$ cat config.mk
export PLATFORM = sky130hd
export DESIGN_NAME = tt_um_islam_ihfaz_4_2_encoder
export DESIGN_NICKNAME = d
export VERILOG_FILES = /design/src/rtl/tt_encoder_pkg.sv /design/src/rtl/sync_bus.sv /design/src/rtl/tt_um_islam_ihfaz_4_2_encoder.sv
export SDC_FILE = /design/constraint.sdc
export NUM_CORES = 1
export LEC_CHECK = 0
export CAP_MARGIN = 10
export CORE_AREA = 3 3 79 73
export CTS_CLUSTER_SIZE = 24
export DETAILED_ROUTE_END_ITERATION = 16
export DIE_AREA = 0 0 82 76
export PLACE_DENSITY = 0.49
export RECOVER_POWER = 50
export SYNTH_ARGS = -nofsm -noshare
export SYNTH_HDL_FRONTEND = slang
export SYNTH_HIERARCHICAL = 1
export SYNTH_SLANG_ARGS = --single-unit
$ cat constraint.sdc
create_clock -name clk -period 6.15 [get_ports clk]
set_clock_uncertainty 0.05 [all_clocks]
set_input_delay 1.23 -clock clk [delete_from_list [all_inputs] [get_ports clk]]
set_output_delay 1.23 -clock clk [all_outputs]
set_load 0.05 [all_outputs]
$ cat src/rtl/tt_encoder_pkg.sv
// Shared types and constants for the registered 4-to-2 priority encoder.
package tt_encoder_pkg;

  localparam int CODE_W = 2;

  // uo_out field positions
  localparam int OUT_CODE_LSB = 0;
  localparam int OUT_VALID    = 2;
  localparam int OUT_STROBE   = 3;
  localparam int OUT_MULTI    = 4;
  localparam int OUT_CNT_LSB  = 5;

  typedef enum logic [1:0] {
    IDLE  = 2'd0,
    CHECK = 2'd1,
    HOLD  = 2'd2
  } state_t;

  typedef struct packed {
    logic              none;
    logic [CODE_W-1:0] code;
    logic              multi;
  } cand_t;

  localparam cand_t CAND_NONE = 4'b1000;

  // True when two or more bits of an active-high request vector are set.
  function automatic logic multi_hot(input logic [3:0] req);
    return (req & (req - 4'd1)) != 4'd0;
  endfunction

endpackage

$ cat src/rtl/sync_bus.sv
// Multi-bit synchronizer chain, WIDTH bits by STAGES flops, with a reset value.
module sync_bus
  import tt_encoder_pkg::*;
#(
  parameter int               WIDTH   = 1,
  parameter int               STAGES  = 2,
  parameter logic [WIDTH-1:0] RST_VAL = '0
) (
  input  logic             clk,
  input  logic             rst_n,
  input  logic [WIDTH-1:0] d,
  output logic [WIDTH-1:0] q
);

  logic [WIDTH-1:0] stage_q [STAGES];

  always_ff @(posedge clk or negedge rst_n) begin
    if (!rst_n) begin
      for (int i = 0; i < STAGES; i++) stage_q[i] <= RST_VAL;
    end else begin
      stage_q[0] <= d;
      for (int i = 1; i < STAGES; i++) stage_q[i] <= stage_q[i-1];
    end
  end

  assign q = stage_q[STAGES-1];

endmodule

$ cat src/rtl/tt_um_islam_ihfaz_4_2_encoder.sv
// Debounced, registered 4-to-2 priority encoder (TinyTapeout top).
// Optional LOOPBACK_DECODE_EN drives a registered active-low re-decode on uio[3:0].
module tt_um_islam_ihfaz_4_2_encoder
  import tt_encoder_pkg::*;
#(
  parameter int SYNC_STAGES   = 2,
  parameter int STABLE_CYCLES = 4
) (
  input  logic       clk,
  input  logic       rst_n,
  input  logic       ena,
  input  logic [7:0] ui_in,
  output logic [7:0] uo_out,
  input  logic [7:0] uio_in,
  output logic [7:0] uio_out,
  output logic [7:0] uio_oe
);

  localparam int CNT_W = 3;
  localparam int SC_W  = (STABLE_CYCLES > 1) ? $clog2(STABLE_CYCLES) : 1;
  localparam logic [SC_W-1:0] STAB_MAX = SC_W'(STABLE_CYCLES - 1);

  logic [4:0]        sync_q;
  cand_t             cand, prev_cand;
  logic [SC_W-1:0]   stab_cnt, stab_next;
  logic              stable;
  state_t            state, state_next;
  logic              commit, release_c;
  logic [CODE_W-1:0] code_q;
  logic              valid_q, strobe_q, multi_q;
  logic [CNT_W-1:0]  evt_cnt;
  logic              unused_ok;

  assign unused_ok = &{1'b0, ena, uio_in, ui_in[7:5]};

  sync_bus #(
    .WIDTH  (5),
    .STAGES (SYNC_STAGES),
    .RST_VAL(5'h1F)
  ) u_sync (
    .clk  (clk),
    .rst_n(rst_n),
    .d    (ui_in[4:0]),
    .q    (sync_q)
  );

  always_comb begin
    cand = CAND_NONE;
    if (!sync_q[4] && sync_q[3:0] != 4'hF) begin
      cand.none = 1'b0;
      if (!sync_q[3])      cand.code = 2'd3;
      else if (!sync_q[2]) cand.code = 2'd2;
      else if (!sync_q[1]) cand.code = 2'd1;
      else                 cand.code = 2'd0;
      cand.multi = multi_hot(~sync_q[3:0]);
    end
  end

  // Stability is judged on the count this edge will load, so the commit
  // lands on the same edge the counter reaches STAB_MAX.
  always_comb begin
    if (cand != prev_cand)       stab_next = '0;
    else if (stab_cnt == STAB_MAX) stab_next = stab_cnt;
    else                         stab_next = stab_cnt + 1'b1;
    stable = (stab_next == STAB_MAX);
  end

  always_ff @(posedge clk or negedge rst_n) begin
    if (!rst_n) state <= IDLE;
    else        state <= state_next;
  end

  always_comb begin
    state_next = state;
    commit     = 1'b0;
    release_c  = 1'b0;
    case (state)
      IDLE: begin
        if (!cand.none) begin
          if (stable) begin
            commit     = 1'b1;
            state_next = HOLD;
          end else begin
            state_next = CHECK;
          end
        end
      end
      CHECK: begin
        if (cand.none) begin
          state_next = IDLE;
        end else if (stable) begin
          commit     = 1'b1;
          state_next = HOLD;
        end
      end
      HOLD: begin
        if (stable) begin
          if (cand.none) begin
            release_c  = 1'b1;
            state_next = IDLE;
          end else if (cand.code != code_q || cand.multi != multi_q) begin
            commit = 1'b1;
          end
        end
      end
      default: state_next = IDLE;
    endcase
  end

  always_ff @(posedge clk or negedge rst_n) begin
    if (!rst_n) begin
      prev_cand <= CAND_NONE;
      stab_cnt  <= '0;
      code_q    <= '0;
      multi_q   <= 1'b0;
      valid_q   <= 1'b0;
      strobe_q  <= 1'b0;
      evt_cnt   <= '0;
    end else begin
      prev_cand <= cand;
      stab_cnt  <= stab_next;
      strobe_q  <= commit;
      if (commit) begin
        code_q  <= cand.code;
        multi_q <= cand.multi;
        valid_q <= 1'b1;
        evt_cnt <= evt_cnt + 1'b1;
      end else if (release_c) begin
        code_q  <= '0;
        multi_q <= 1'b0;
        valid_q <= 1'b0;
      end
    end
  end

  always_comb begin
    uo_out = '0;
    uo_out[OUT_CODE_LSB +: CODE_W] = code_q;
    uo_out[OUT_VALID]              = valid_q;
    uo_out[OUT_STROBE]             = strobe_q;
    uo_out[OUT_MULTI]              = multi_q;
    uo_out[OUT_CNT_LSB +: CNT_W]   = evt_cnt;
  end

`ifdef LOOPBACK_DECODE_EN
  logic [3:0] loop_q;

  always_ff @(posedge clk or negedge rst_n) begin
    if (!rst_n)         loop_q <= 4'hF;
    else if (commit)    loop_q <= ~(4'b0001 << cand.code);
    else if (release_c) loop_q <= 4'hF;
  end

  assign uio_out = {4'b0000, loop_q};
  assign uio_oe  = 8'h0F;
`else
  assign uio_out = 8'h00;
  assign uio_oe  = 8'h00;
`endif

endmodule

==> results.json, run 1 <==
{
  "status": "completed",
  "endpoint_kind": "output port",
  "initial_core_util": 0.253,
  "die_area_um2": 6230,
  "timing.final.crit_share": 0.449,
  "hpwl_um": 1370,
  "cts_buffer_depth": 2,
  "post_cts_resized": 0,
  "grt_pass1_vias": 692,
  "synth.top_cells.by_area": "dfrtp_1 30%, dfstp_2 23%, buf_4 14%",
  "via_count": 690,
  "synth_flop_cell": "dfrtp_1",
  "io_pins": 43,
  "cp_num_buf_inv": 1,
  "h-tree-depth": 1,
  "yosysTopAreaCellShare": 0.302,
  "postRouteAntennaNets": 0,
  "max_stage_delay_ns": 0.82,
  "die_width_um": 82,
  "setup_tns_ns": 0,
  "hold_start": "u_sync/stage_q[6]",
  "async_flop_share": 1.00,
  "syn_inst": 107,
  "p_comb_frac": 0.150,
  "synth-edff-count": 0,
  "grt_pass1_wl_um": 3210,
  "period_minus_slack_ns": 2.76,
  "num_antenna_cells": 0,
  "clock-sinks": 26,
  "cts_inserted_buffers": 3,
  "worstMarginPinSlew_ns": 0.761,
  "yosysUniqueCellTypes": 34,
  "final_nets": 136,
  "startpoint_type": "flip-flop",
  "cts.clk_slew.worst_paths_ns": 0.08,
  "yosysWarningCount": 6,
  "wl_um": 1820,
  "synth_area_um2": 1240,
  "core_area_um2": 4920,
  "slew_headroom": 0.493,
  "slowest_stage": "clkdlybuf4s50_1",
  "dp.cells": 175,
  "post-route-util": 0.275,
  "gp_congestion": 0.674,
  "yosys_register_bits": 26,
  "hold_path_class": "reg2reg",
  "drcViolationCount": 0,
  "maxCapViolations": 0,
  "critPathMaxFanout": 3,
  "die_y_um": 76,
  "row_count": 24,
  "syn_to_final_growth_pct": 8.85,
  "grt_max_degree": 27,
  "r2r_start": "u_sync/q[3]",
  "layout-drive-gt1-share": 0.130,
  "cts.root.buffer_cell": "clkbuf_8",
  "setup_violations": 0,
  "globalRoute.totalOverflow": 0,
  "yosysSeqAreaShare": 0.534,
  "grt_antenna_before_repair": 0,
  "hold_ws_ns": 0.307,
  "viasPerCell": 3.83,
  "syn_avg_cell_area_um2": 11.6,
  "cts_setup_buffers": 0,
  "vdd_drop_max_mv": 0.0994,
  "p_per_area_nw_per_um2": 244,
  "grt.total_usage": 0.0646,
  "p_leak_nw": 0.603,
  "intPower_mw": 0.238,
  "crit_chain": "clkdlybuf4s50_1",
  "power.share.clock": 0.281,
  "slew_violations": 0,
  "cts_tree": "done",
  "hold_violations": 0,
  "first_pass_iters": 4,
  "clk_latency_ns": 0.26,
  "wire_per_inst_um": 10.1,
  "crit_family": "buffers and inverters",
  "max_freq_mhz": 362,
  "crit_start": "multi_q",
  "drt_iter0_markers": 12,
  "fillCellCount": 510,
  "netSwitchingFraction": 0.278,
  "criticalPathCategory": "reg2out",
  "yosysTopAreaCell": "dfrtp_1",
  "power.total_mw": 0.330,
  "seqPwrFrac": 0.569,
  "cts-hold-fix-buffers": 0,
  "io_buffers": 14,
  "netSwitchingPower_mw": 0.0917,
  "cp.required_ns": 4.87,
  "rsz0062_at_grt": "no",
  "crit_arrival_ns": 1.48,
  "layout.cells.non_filler": 180
}
## final cells by class
| cell class | instances | area [um^2] | share of cell area |
|---|---|---|---|
| Clock buffer | 3 | 41.3 | 0.0305 |
| Clock inverter | 1 | 3.75 | 0.00277 |
| Inverter | 4 | 15.0 | 0.0111 |
| Multi-Input combinational cell | 66 | 404 | 0.299 |
| Sequential cell | 26 | 664 | 0.491 |
| Tap cell | 65 | 81.3 | 0.0601 |
| Timing Repair Buffer | 15 | 144 | 0.106 |
## kinds of logic (layout without fill, tap and decap cells)
group,count (synthesis),in the layout,share of synthesized area
buffers and inverters,30,23,0.170
flip-flops,26,26,0.534
AND/OR/NAND/NOR,24,24,0.134
XOR/XNOR,7,7,0.0493
other,1,16,0.00302
multiplexers,1,1,0.00905
adder cells (fa/ha/maj),2,2,0.0181
AO/OA/AOI/OAI,16,16,0.0825
## Yosys cell counts, types with 2 or more instances
cell type	number
o21ai_0	2
dfrtp_1	15
inv_1	4
dfstp_2	11
xor2_1	2
nand4_1	2
a21oi_1	7
a22o_1	3
buf_4	24
nand2b_1	2
nand3_1	2
nor2_1	4
nand2_1	3
and3_1	2
xnor2_1	5
## state kept, by name, summed over array words and instances, names as in the netlist
register	flops
code_q	2
multi_q	1
u_sync/q	5
prev_cand	4
valid_q	1
evt_cnt	3
strobe_q	1
stab_cnt	2
u_sync/stage_q	5
state	2
## final timing paths
path	slack, ns	depth (start not counted)	endpoint
setup / recovery	3.39	1	uo_out[4]
hold / removal	0.31	0	u_sync/q[1]
setup reg to reg	3.46	6	evt_cnt[1]
hold reg to reg	0.31	0	u_sync/q[1]
max in group asynchronous	3.70	2	code_q[0]
min in group asynchronous	1.31	1	prev_cand[1]
## through the flow
step	instance area, um^2	setup WS, ns
final	1350	3.39
after global routing	1350	3.15
after CTS	1370	3.37
after detailed placement	1330	3.48
after global placement	1330	3.53
after floorplan	1300	3.89
## power groups by stage
stage / clock [mW] / sequential, mW / combinational [mW]
after floorplan: 0 / 0.190 / 0.0518
after global placement: 0 / 0.191 / 0.0513
after detailed placement: 0 / 0.192 / 0.0519
after CTS: 0.0981 / 0.189 / 0.0521
after global routing: 0.106 / 0.189 / 0.0545
final: 0.0926 / 0.188 / 0.0496
## layer usage
| metal | part of all wire | GRT usage | vias up |
|---|---|---|---|
| li1 | - | - | 334 |
| met1 | 0.48 | 0.0874 | 326 |
| met2 | 0.44 | 0.0961 | 26 |
| met3 | 0.062 | 0.0154 | 4 |
| met4 | 0.020 | 0.0299 | 0 |
| met5 | 0 | 0 | - |
## placed cells by master (no fill, tap or decap), types with 4 or more instances in the layout
cell | Yosys | layout
clkdlybuf4s50_1 | 0 | 8
dfrtp_1 | 15 | 15
dfstp_2 | 11 | 9
dlygate4sd3_1 | 0 | 6
conb_1 | 1 | 16
inv_1 | 4 | 4
nor2_1 | 4 | 4
xnor2_1 | 5 | 5
a21oi_1 | 7 | 7
(Power assumes the default switching activity.)
==> run 2: changes to the inputs <==
- PLACE_DENSITY: 0.49 -> 0.51
- clock period: 6.15 -> 2.35 ns (I/O delays scaled with it)
==> run 2 against run 1 <==
Critical path depth up 6. First-iteration DRC count down 25%. Largest power group unchanged. Sequential cell count unchanged. Clock power rose to 3.4 times the previous value. Non-clock buffer count up 1.
==> results.json, run 2 (synthesis gave the netlist of run 1 again) <==
{
  "die_area_um2": 6230,
  "grt.total_usage": 0.0670,
  "slowest_stage": "dfstp_2",
  "cts_tree": "done",
  "maxCapViolations": 0,
  "cts_inserted_buffers": 3,
  "cts_buffer_depth": 2,
  "top_layer": "met4",
  "initial_core_util": 0.253,
  "criticalPathCategory": "reg2reg",
  "wire_per_inst_um": 10.3,
  "cp.required_ns": 2.46,
  "viasPerCell": 3.89,
  "route.met3.wl_um": 111,
  "grt_pass1_vias": 707,
  "postRouteAntennaNets": 0,
  "num_antenna_cells": 0,
  "grt_max_degree": 27,
  "crit_chain": "and3_4, a21oi_2, inv_1, xnor2_1, nand4_1, nor2b_2, mux2_2",
  "endpoint_kind": "flip-flop",
  "slew_headroom": 0.140,
  "crit_arrival_ns": 2.28,
  "clock-sinks": 26,
  "core_area_um2": 4920,
  "slew_violations": 0,
  "row_count": 24,
  "worstMarginPinSlew_ns": 1.29,
  "hold_path_class": "reg2reg",
  "status": "completed",
  "clk_latency_ns": 0.26,
  "io_pins": 43,
  "rsz0062_at_grt": "no",
  "vdd_drop_max_mv": 0.307,
  "io_buffers": 14,
  "hold_violations": 0,
  "p_per_area_nw_per_um2": 672,
  "drcViolationCount": 0,
  "max_stage_delay_ns": 0.64,
  "timing.final.crit_share": 0.924,
  "cts.root.buffer_cell": "clkbuf_8",
  "die_width_um": 82,
  "power.total_mw": 0.944,
  "p_leak_nw": 0.622,
  "final_cell_mix": "16 x conb_1, 15 x dfrtp_1, 11 x dfstp_2",
  "m1WireLength_um": 882,
  "cts-hold-fix-buffers": 0,
  "syn_to_final_growth_pct": 13.1,
  "via_count": 704,
  "globalRoute.totalOverflow": 0,
  "wl_um": 1870,
  "cts_setup_buffers": 0,
  "setup_tns_ns": 0,
  "first_pass_iters": 4,
  "max_freq_mhz": 461,
  "grt_antenna_before_repair": 0,
  "hpwl_um": 1370,
  "setup_violations": 0,
  "gp_congestion": 0.682,
  "h-tree-depth": 1,
  "grt_pass1_wl_um": 3330,
  "layout_commonest_cell": "conb_1",
  "drt_iter0_markers": 9,
  "startpoint_type": "flip-flop",
  "cts.clk_slew.worst_paths_ns": 0.08,
  "wl_met2_um": 863,
  "final_nets": 137,
  "period_minus_slack_ns": 2.17,
  "layout-drive-gt1-share": 0.190,
  "die_y_um": 76,
  "critPathMaxFanout": 10
}
[run 2: cell types whose count changed in the layout (fill, tap and decap cells not counted), sizes merged]
cell    change
clkinv      -1
buf         +1
clkbuf      +1
[run 2: area by class of cell]
class | count | area, um^2
fill | 522 | 3520
sequential | 26 | 664
tap | 65 | 81.3
multi-input combinational | 66 | 428
inverter | 4 | 15.0
timing repair buffer | 16 | 151
clock buffer | 4 | 66.3
[run 2: through the flow]
step | hold WS, ns | setup WS (ns) | instances | util | cell area [um^2]
CTS | 0.313 | 0.0537 | 181 | 0.286 | 1410
global placement | 0.297 | 0.135 | 177 | 0.272 | 1340
floorplan | 0.124 | 0.0936 | 122 | - | 1300
global route | 0.314 | 0.0366 | 181 | 0.286 | 1410
finish | 0.310 | 0.180 | 181 | 0.286 | 1410
detailed placement | 0.299 | 0.0723 | 177 | 0.272 | 1340
[run 2: path summary, 6_finish.rpt]
kind,startpoint,end,slack (ns),depth (start not counted)
max,u_sync/q[3],evt_cnt[1],0.18,7
min,u_sync/stage_q[5],u_sync/q[0],0.31,0
max reg2reg,u_sync/q[3],evt_cnt[1],0.18,7
min reg2reg,u_sync/stage_q[5],u_sync/q[0],0.31,0
max in group asynchronous,rst_n,prev_cand[2],0.54,2
min in group asynchronous,rst_n,valid_q,0.95,2
[run 2: power by group]
group	switching (mW)	internal, mW	total, mW
combinational	0.0992	0.0346	0.134
clock	0.131	0.185	0.316
sequential	0.0186	0.476	0.494
[run 2: metal layers]
metal / vias up / GRT usage
met1: 338 / 0.0910
met2: 27 / 0.102
met5: - / 0
met3: 2 / 0.0130
li1: 337 / -
met4: 0 / 0.0299
[run 2: timing repair]
| action | in CTS | in global routing |
|---|---|---|
| gates resized for setup | 0 | 1 |
| endpoints found under the hold margin | 0 | 0 |
| endpoints found under the setup margin | 0 | 6 |
[run 2: worst max-delay path: cells and delay by family, from the launching register on]
kind            cells  cell delay [ns]
xor+xnor            1             0.15
compound gates      1             0.08
simple gates        3             0.72
mux                 1             0.34
buf+inv             1             0.10
flops               1             0.64
==> run 3: changes to the inputs <==
- ABC_AREA: not set -> 1
- CORE_AREA: 3 3 79 73 -> 3 3 82 76
- DIE_AREA: 0 0 82 76 -> 0 0 85 79
- PLACE_DENSITY: 0.51 -> 0.5
- SLEW_MARGIN: not set -> 10
==> run 3 against run 2 <==
Non-clock buffer count decreased by 1. Cell count up 25%. Count of clock-buffer cells in the layout unchanged. Global-route usage fell by 0.19 points. Fmax up 5.5%. Synthesized area increased by 7.5%. Clock power decreased by 8.9%. Die area grew 7.8%. Hold slack got worse by 0.0015 ns. Synthesized cell count increased by 39%. Setup slack improved by 0.11 ns. Utilization is 0.58 points lower. Critical path type is now reg2out.
==> results.json, run 3 <==
{
  "status": "completed",
  "core_area_um2": 5350,
  "netSwitchingFraction": 0.286,
  "worstMarginPinSlew_ns": 1.37,
  "async_flop_share": 1.00,
  "postRouteAntennaNets": 0,
  "criticalPathCategory": "reg2out",
  "post_cts_resized": 0,
  "cts_setup_buffers": 0,
  "viasPerCell": 3.58,
  "layout.cells.non_filler": 226,
  "period_minus_slack_ns": 2.06,
  "io_buffers": 14,
  "slew_headroom": 0.0853,
  "slew_violations": 0,
  "first_pass_iters": 2,
  "timing.final.crit_share": 0.875,
  "syn_inst": 149,
  "hold_path_class": "reg2reg",
  "r2r_start": "u_sync/q[3]",
  "crit_family": "buffers and inverters",
  "maxCapViolations": 0,
  "power.share.clock": 0.314,
  "synth-edff-count": 0,
  "cts_inserted_buffers": 3,
  "die_area_um2": 6720,
  "via_count": 810,
  "crit_chain": "clkdlybuf4s50_1",
  "rsz0062_at_grt": "no",
  "hold_start": "u_sync/stage_q[6]",
  "synth_area_um2": 1340,
  "dp.cells": 222,
  "setup_violations": 0,
  "grt_max_degree": 27,
  "vdd_drop_max_mv": 0.358,
  "slowest_stage": "clkdlybuf4s50_1",
  "p_leak_nw": 0.774,
  "die_y_um": 79,
  "grt_pass1_vias": 817,
  "h-tree-depth": 1,
  "grt.total_usage": 0.0651,
  "drcViolationCount": 0,
  "final_cell_mix": "32 x nand2_1, 18 x inv_1, 16 x conb_1",
  "syn_to_final_growth_pct": 11.9,
  "cts.clk_slew.worst_paths_ns": 0.09,
  "synth_flop_cell": "dfrtp_1",
  "gp_congestion": 0.724,
  "yosysTopAreaCell": "dfrtp_1",
  "layout-drive-gt1-share": 0.220,
  "io_pins": 43,
  "synth.top_cells.by_area": "dfrtp_1 28%, dfstp_2 22%, buf_4 13%",
  "yosys-top-cells-count": "32 x nand2_1, 24 x buf_4, 18 x inv_1",
  "max_freq_mhz": 486,
  "seqPwrFrac": 0.528,
  "endpoint_kind": "output port",
  "cp.required_ns": 1.83,
  "globalRoute.totalOverflow": 0,
  "hold_violations": 0,
  "syn_avg_cell_area_um2": 8.98,
  "yosys_register_bits": 26,
  "hpwl_um": 1540,
  "layout_commonest_cell": "nand2_1",
  "max_stage_delay_ns": 0.84,
  "p_comb_frac": 0.159,
  "clock-sinks": 26,
  "yosysSeqAreaShare": 0.497,
  "yosysTopAreaCellShare": 0.281,
  "cp_num_buf_inv": 1,
  "num_antenna_cells": 0,
  "final_nets": 180,
  "crit_arrival_ns": 1.54,
  "wire_per_inst_um": 8.85,
  "cts_tree": "done",
  "crit_start": "evt_cnt[0]",
  "setup_tns_ns": 0,
  "initial_core_util": 0.250,
  "yosysUniqueCellTypes": 21,
  "p_per_area_nw_per_um2": 613,
  "row_count": 25,
  "clk_latency_ns": 0.27,
  "grt_antenna_before_repair": 0,
  "netSwitchingPower_mw": 0.262,
  "intPower_mw": 0.655,
  "drt_iter0_markers": 3,
  "critPathMaxFanout": 3,
  "cts-hold-fix-buffers": 0,
  "yosysWarningCount": 6,
  "cts.root.buffer_cell": "clkbuf_8",
  "yosysMostFrequentCell": "nand2_1",
  "wl_um": 2000,
  "grt_pass1_wl_um": 3570,
  "cts_buffer_depth": 2,
  "startpoint_type": "flip-flop",
  "die_width_um": 85
}
-- run 3: cell types whose count changed in the layout (fill, tap and decap cells not counted), sizes merged, moves of 5 or more --
cell	before	now
nand3	2	14
nor2	4	12
nand2	3	41
inv	4	21
a21oi	7	2
-- run 3: final timing paths --
kind	slack, ns	cells past startpoint	to
max	0.29	1	uo_out[5]
min	0.31	0	u_sync/q[1]
max reg2reg	0.54	11	code_q[0]
min reg2reg	0.31	0	u_sync/q[1]
max in group asynchronous	0.46	2	prev_cand[2]
min in group asynchronous	0.98	2	multi_q
-- run 3: cell type report --
type                    instances  area (um^2)
multi-input cells              92          462
clock buffers                   4         55.1
repair buffers                 15          144
inverters                      22         87.6
fillers                       572         3850
well taps                      67         83.8
flip-flops and latches         26          664
-- run 3: layer usage --
layer,vias up,track usage,part of all wire
met3,2,0.0176,0.050
met1,356,0.0823,0.49
met2,24,0.106,0.45
met4,0,0.0237,0.0050
li1,428,-,-
met5,-,0,0
-- run 3: metrics by stage --
stage	power (mW)	hold WS [ns]	worst slack (ns)	utilization	instance area (um^2)
6_report	0.917	0.309	0.293	0.280	1500
5_1_grt	0.971	0.314	0.206	0.280	1500
4_1_cts	0.932	0.310	0.279	0.280	1500
3_5_place_dp	0.642	0.297	0.520	0.270	1450
3_3_place_gp	0.641	0.296	0.532	0.270	1450
2_1_floorplan	0.634	0.124	0.671	-	1390
-- run 3: cell families after synthesis --
family | after synthesis | share of synthesized area
simple gates | 68 | 0.251
compound gates | 4 | 0.0150
fa+ha+maj | 1 | 0.00935
other cells | 1 | 0.00280
flops | 26 | 0.497
xor+xnor | 3 | 0.0253
buf+inv | 46 | 0.200
-- run 3: power groups by stage --
stage | logic (mW) | clock network, mW | registers, mW
floorplan | 0.143 | 0 | 0.491
global placement | 0.149 | 0 | 0.492
detailed placement | 0.149 | 0 | 0.492
CTS | 0.150 | 0.298 | 0.484
global route | 0.160 | 0.324 | 0.487
finish | 0.146 | 0.288 | 0.484
